`src/rtl/acc_muldiv_unit.sv`:
```
// acc_muldiv_unit: iterative unsigned shift-add multiplier / restoring divider feeding the accumulator.
// Define ACC_MULDIV_DIV_EN to compile in the divider and DivZero; otherwise every operation multiplies.
module acc_muldiv_unit #(
  parameter int W = 8
) (
  input  logic         Clk,
  input  logic         Reset,
  input  logic         Start,
  input  logic         Op,
  input  logic [W-1:0] AccIn,
  input  logic [W-1:0] RegIn,
  output logic         Busy,
  output logic         Done,
  output logic         write_en_acc,
  output logic [W-1:0] DataOut,
  output logic [W-1:0] HiOut,
  output logic         DivZero
);
  localparam int CW = $clog2(W + 1);
  localparam logic [CW-1:0] LAST = CW'(W - 1);
  typedef enum logic [1:0] {IDLE, RUN, DONE} state_t;
  state_t state, state_nx;
  logic [CW-1:0] cnt;
  logic [W-1:0] opnd;
  logic [2*W-1:0] prod, prod_nx, mul_nx;
  logic [W:0] sum;
  logic op_q, op_in, dz, dz_q, last;
  // Multiply: upper half accumulates the multiplicand, lower half holds the shifting multiplier.
  assign sum = {1'b0, prod[2*W-1:W]} + (prod[0] ? {1'b0, opnd} : '0);
  assign mul_nx = {sum, prod[W-1:1]};
`ifdef ACC_MULDIV_DIV_EN
  logic [W:0] trial;
  logic [W-1:0] rem;
  logic ge;
  // Divide: upper half is the partial remainder, lower half shifts dividend out and quotient in.
  assign trial = {prod[2*W-1:W], prod[W-1]};
  assign ge = trial >= {1'b0, opnd};
  assign rem = ge ? trial[W-1:0] - opnd : trial[W-1:0];
  assign op_in = Op;
  assign dz = op_q && opnd == '0;
  assign prod_nx = op_q ? {rem, prod[W-2:0], ge} : mul_nx;
`else
  logic unused_op;
  assign unused_op = Op | op_q;
  assign op_in = 1'b0;
  assign dz = 1'b0;
  assign prod_nx = mul_nx;
`endif
  assign last = dz || cnt == LAST;
  assign DivZero = dz_q;
  always_ff @(posedge Clk or posedge Reset)
    if (Reset) state <= IDLE;
    else state <= state_nx;
  always_comb
    state_nx = state == IDLE ? (Start ? RUN : IDLE) :
               state == RUN  ? (last ? DONE : RUN) : IDLE;
  always_comb begin
    Busy = state != IDLE;
    Done = state == DONE;
    write_en_acc = state == DONE;
  end
  always_ff @(posedge Clk or posedge Reset) begin
    if (Reset) begin
      cnt <= '0;
      opnd <= '0;
      prod <= '0;
      op_q <= 1'b0;
      dz_q <= 1'b0;
      DataOut <= '0;
      HiOut <= '0;
    end else if (state == IDLE && Start) begin
      cnt <= '0;
      op_q <= op_in;
      opnd <= op_in ? RegIn : AccIn;
      prod <= {{W{1'b0}}, op_in ? AccIn : RegIn};
      dz_q <= 1'b0;
    end else if (state == RUN) begin
      cnt <= cnt + 1'b1;
      prod <= prod_nx;
      if (last) begin
        DataOut <= dz ? '1 : prod_nx[W-1:0];
        HiOut <= dz ? prod[W-1:0] : prod_nx[2*W-1:W];
        dz_q <= dz;
      end
    end
  end
endmodule

```
`config.mk`:
```
export PLATFORM = sky130hd
export DESIGN_NAME = acc_muldiv_unit
export DESIGN_NICKNAME = d
export VERILOG_FILES = /design/src/rtl/acc_muldiv_unit.sv
export SDC_FILE = /design/constraint.sdc
export NUM_CORES = 1
export LEC_CHECK = 0
export BUFFER_PORTS_ARGS = -buffer_cell sky130_fd_sc_hd__buf_2
export CAP_MARGIN = 30
export CORE_ASPECT_RATIO = 1.1
export CORE_UTILIZATION = 35
export CTS_CLUSTER_DIAMETER = 60
export DETAILED_ROUTE_END_ITERATION = 6
export PLACE_DENSITY = 0.55
export REMOVE_ABC_BUFFERS = 1
export SYNTH_ARGS = -nofsm -noshare
export SYNTH_HDL_FRONTEND = slang
export SYNTH_SLANG_ARGS = --single-unit
```
`constraint.sdc`:
```
create_clock -name Clk -period 2.5 [get_ports Clk]
set_input_delay 0.5 -clock Clk [delete_from_list [all_inputs] [get_ports Clk]]
set_output_delay 0.5 -clock Clk [all_outputs]
set_load 0.02 [all_outputs]
```
# After elaboration in Yosys (flattened, before gate mapping)
# Index checks and enable logic that the tools add are counted.
[word_totals] reg_bits=47 latchBits=0 mem_bits_rw=0 rom_bits=0 word_cells=32 mem_count=0
[op_classes] addsub=2 n_mul=0 div_mod_pow=0 magnitude_cmp=0 eq_ne=3 n_shift=0 mux=12 bitwise=1 n_reduce_logical=7
[ops] cell="$mux 16" n=2
[ops] cell="$add 8x8->9" n=1
[ops] cell="$mux 4" n=2
[ops] cell="$mux 8" n=1
[ops] cell="$mux 2" n=3
[ops] cell="$reduce_bool 2->1" n=3
[ops] cell="$add 4x1->4 const B" n=1
[ops] cell="$eq 4x3->1 const B" n=1
[ops] cell="$mux 1" n=4
[ops] cell="$reduce_and 3->1" n=1
[ops] cell="$eq 2x1->1 const B" n=1
[ops] cell="$eq 2x2->1 const B" n=1
[ops] cell="$logic_not 2->1" n=1
[ops] cell="$reduce_and 2->1" n=1
[ops] cell="$logic_and 1x1->1" n=1
[ops] cell="$not 1->1" n=1

# Logic depth before layout (Yosys ltp)
[depth] word_depth=4 ltp_mapped=8 depth_no_buf=7

# Least setup slack after synthesis
# OpenSTA, ideal clock, no wires.
[synth_timing] path_kind="flip-flop to flip-flop" from="register prod[0]" to="register HiOut[5]" setup_ns=0.128 arrival_ns=1.908 setup_slack_ns=0.463 path_stages_with_launch=8 cell_sequence="dfrtp_1 -> and2_1 -> ha_1 -> fa_1 -> a211oi_1 -> o21bai_1 -> a211oi_1 -> o31ai_1"
[synth_via] elab_chain_len=2
[synth_rtl] item="start: declaration" line="25" rtl="logic [2*W-1:0] prod, prod_nx, mul_nx;"
[synth_rtl] item="start signal: assignment" line="75" rtl="prod <= {{W{1'b0}}, op_in ? AccIn : RegIn};"
[synth_rtl] item="start signal: assignment" line="79" rtl="prod <= prod_nx;"
[synth_rtl] item="$mux 8" line="29" rtl="assign sum = {1'b0, prod[2*W-1:W]} + (prod[0] ? {1'b0, opnd} : '0);"
[synth_rtl] item="$add 8x8->9" line="29"
[synth_rtl] item="end signal: assignment" line="82" rtl="HiOut <= dz ? prod[W-1:0] : prod_nx[2*W-1:W];"
[synth_rtl] item="end: declaration" line="16" rtl="output logic [W-1:0] HiOut,"
# Every way passes these cells.
# A chain may end at the register's enable or synchronous reset.

# Worst setup path after layout
# Same ends and word-level chain as after synthesis.

==> summary.md <==
| Metric | Value |
|---|---|
| Outcome | complete, no violations |
| Share of flip-flops with an asynchronous set or reset | 100% |
| Commonest non-fill, non-tap cell in the layout | nand2_1 |
| Worst setup margin | 0.228 ns |
| Distinct cells, synth | 36 |
| Area of the mapped netlist | 2240 sq um |
| First-pass GRT wire length | 8250 microns |
| Clock Latency Late Sink | 0.31 ns |
| Max-Cap Viols | 0 |
| Max stage delay cell, worst path | dfrtp_1 |
| Setup bufs post-CTS | 0 |
| Largest net degree at the start of global routing | 47 |
| Critical Path RT | 2.71 ns |
| Pre-CTS setup slack | approximately 0.23 ns |
| Number of fill cells | 651 |
| Pleak | 0.00134 uW |
| Post-DP HPWL | 3180 microns |
| Worst-Margin Slew | around 0.65 ns |
| CTS sink count | 46 |
| Most Frequent Cell on Critical Path | and2_1 |
| Arr. time, crit path | 2.48 ns |
| Max-slew violations | 0 |
| Slew headroom | 56.7% |
| Hold Path Class | input pin to asynchronous set/reset pin |
| Switch share | 42.2% |
| IO Port Bufs | 37 |
| CTS Hold Buffers Added | 0 |
| Via count | 1739 |
| Crit end category | flip-flop |
| Inst Count DP | 354 |
| Pre-antenna DRT Iters | 4 |
| DR iter-0 viols | 105 |
| Minimum clock period | between 2 and 2.5 ns |
| DRC violations left | 0 |
| Mapped Cells | 245 |
| Fin crit share | between 90% and 100% |
| Longest Clk Path Bufs | 2 |
| Sw power | 1320 uW |
| GP Congestion | 0.728 |
| Highest Clock Rate | 440 MHz |
| Die width | 78.2 microns |
| GRT Resource Usage Total | 15.8% |
| Setup Skew | 0.0107 ns |
| Via density per instance | a little under 5 |
| RSZ-0062 raised after global routing | no |
| Max stage delay on crit path | roughly 0.47 ns |
| # diodes | 0 |
| Power, Total | between 3000 and 4000 uW |
| CTS clk-pin slew, worst paths | 0.10 ns |
| Final setup fails | 0 |
| Avg Synthesized Cell Area | between 9 and 10 sq um |
| H-tree depth | 2 |
| Vias in the first global route | 1776 |
| Clock Root Buffer | clkbuf_8 |
| Max rail drop VDD | 0.466 mV |
| Worst path bufs/invs | 0 |
| Initial Util | 36.3% |
| EDFF count, synth | 0 |
| I/O pin count | 40 |
| P_int | 1810 uW |
| Hold Fails Final Rpt | 0 |
| Num rows | 30 |
| Layout area overhead | 16.3% |
| Crit path cell chain | and2_1, ha_1, fa_1, a211oi_1, o21ai_0, and2_1, o31ai_1 |
| # nets final | ~310 |
| CTS tree | built |
| Register area share after synthesis | 51.5% |
| Critical path class | flip-flop to flip-flop |
| Synth Flop Type | dfrtp_1 |
| Synth Register Bits | 46 |
| Comb power frac | 44.1% |
| Core Area | 6160 sq um |
| Clock power share | 15.1% |
| Die Ht | 85.8 microns |
| Share of cells above drive strength 1 | a little under a fifth |
| Pwr dens | 1200 nW/um^2 |
| Flop pwr share | slightly above 40% |
| Num CTS Buffers | 5 |
| Initial antenna violation count | 0 |
| CP startpoint kind | flip-flop |
| Most frequent cells in the layout | nand2_1, dfrtp_1, buf_2 |
| Crit path max fanout | 9 |
| Die area | between 6000 and 7000 sq um |
| DRT antenna net count | 0 |
| PostCTS Resize Cnt | 0 |
| Final non-filler cell total | 362 |
| DR WL/cell | 12.8 microns |
| Routed wire length | 4630 microns |
| Syn. warnings | 0 |
| Grt ovf | 0 |
| Setup total negative slack | 0 ns |
| CP delay by family, top | compound AO/OA/AOI/OAI gates |
| Worst hold margin | 0.203 ns |
per-layer routing:
layer / vias up / GRT usage [%] / part of all wire, %
li1: 892 / - / -
met1: 809 / 20.5 / 47
met2: 32 / 26.2 / 47
met3: 6 / 3.83 / 4.5
met4: 0 / 5.05 / 1.5
met5: - / 0 / 0
synthesized netlist by cell type, types with 2 or more instances:
cell type / count / share of area, %
xnor2_1: 2 / 0.78
o31ai_1: 2 / 0.67
clkbuf_1: 8 / 1.3
o21a_1: 3 / 1.0
a21o_1: 2 / 0.67
nor2_1: 8 / 1.3
a21oi_1: 4 / 0.90
dfrtp_1: 46 / 51
a22oi_1: 8 / 2.7
or4_1: 3 / 1.0
inv_1: 3 / 0.50
buf_2: 2 / 0.45
xor2_1: 2 / 0.78
o21ai_0: 14 / 3.1
o211ai_1: 4 / 1.3
nor2b_1: 2 / 0.56
a211oi_1: 3 / 1.0
and2_1: 9 / 2.5
buf_4: 2 / 0.67
ha_1: 9 / 5.0
nand3_1: 10 / 2.2
nand2_1: 85 / 14
metrics by stage:
step                      utilization (%)  cell area, sq um
after detailed placement             40.8              2510
after global placement               40.8              2510
final                                42.3              2600
after CTS                            42.3              2600
after global routing                 42.3              2600
after floorplan                         -              2170
worst paths after layout:
check / from / end / slack [ns] / depth (start not counted)
setup / recovery: prod[0] / HiOut[5] / 0.23 / 7
hold / removal: Reset / DataOut[2] / 0.20 / 3
setup reg to reg: prod[0] / HiOut[5] / 0.23 / 7
hold reg to reg: opnd[0] / opnd[0] / 0.47 / 2
max in group asynchronous: Reset / HiOut[6] / 2.06 / 3
min in group Clk: AccIn[4] / opnd[4] / 0.37 / 3
area by class of cell:
type                            count  area, sq um  share of cell area [%]
Sequential cell                    46         1150                    44.3
Clock buffer                        5         68.8                    2.65
Inverter                            3         11.3                   0.433
Multi-Input combinational cell    183         1010                    38.9
Clock inverter                      3         22.5                   0.866
Tap cell                           80          100                    3.85
Timing Repair Buffer               42          235                    9.04
cells by family (layout without fill, tap and decap cells):
| family | after synthesis | in the layout | synth area share, % |
|---|---|---|---|
| fa+ha+maj | 10 | 10 | 5.93 |
| simple gates | 123 | 123 | 24.0 |
| compound gates | 44 | 44 | 13.0 |
| other cells | 1 | 1 | 0.168 |
| xor+xnor | 4 | 4 | 1.57 |
| buf+inv | 16 | 53 | 3.47 |
| mux | 1 | 1 | 0.448 |
| flops | 46 | 46 | 51.5 |
worst reg2reg max path: stages, from the launching register on:
cell	delay, ns
dfrtp_1	0.47
and2_1	0.17
ha_1	0.22
fa_1	0.45
a211oi_1	0.31
o21ai_0	0.17
and2_1	0.17
o31ai_1	0.21
power groups by stage:
stage | combinational (uW) | clock (uW) | sequential (uW)
after floorplan | 881 | 0 | 1380
after detailed placement | 1400 | 0 | 1290
after CTS | 1400 | 500 | 1280
after global placement | 1380 | 0 | 1290
final | 1380 | 472 | 1280
after global routing | 1590 | 524 | 1330
registers in the layout (all words and copies together) (netlist names):
| register | count |
|---|---|
| HiOut | 8 |
| DataOut | 8 |
| prod | 16 |
| state | 2 |
| cnt | 4 |
| opnd | 8 |
(Power assumes the default switching activity.)
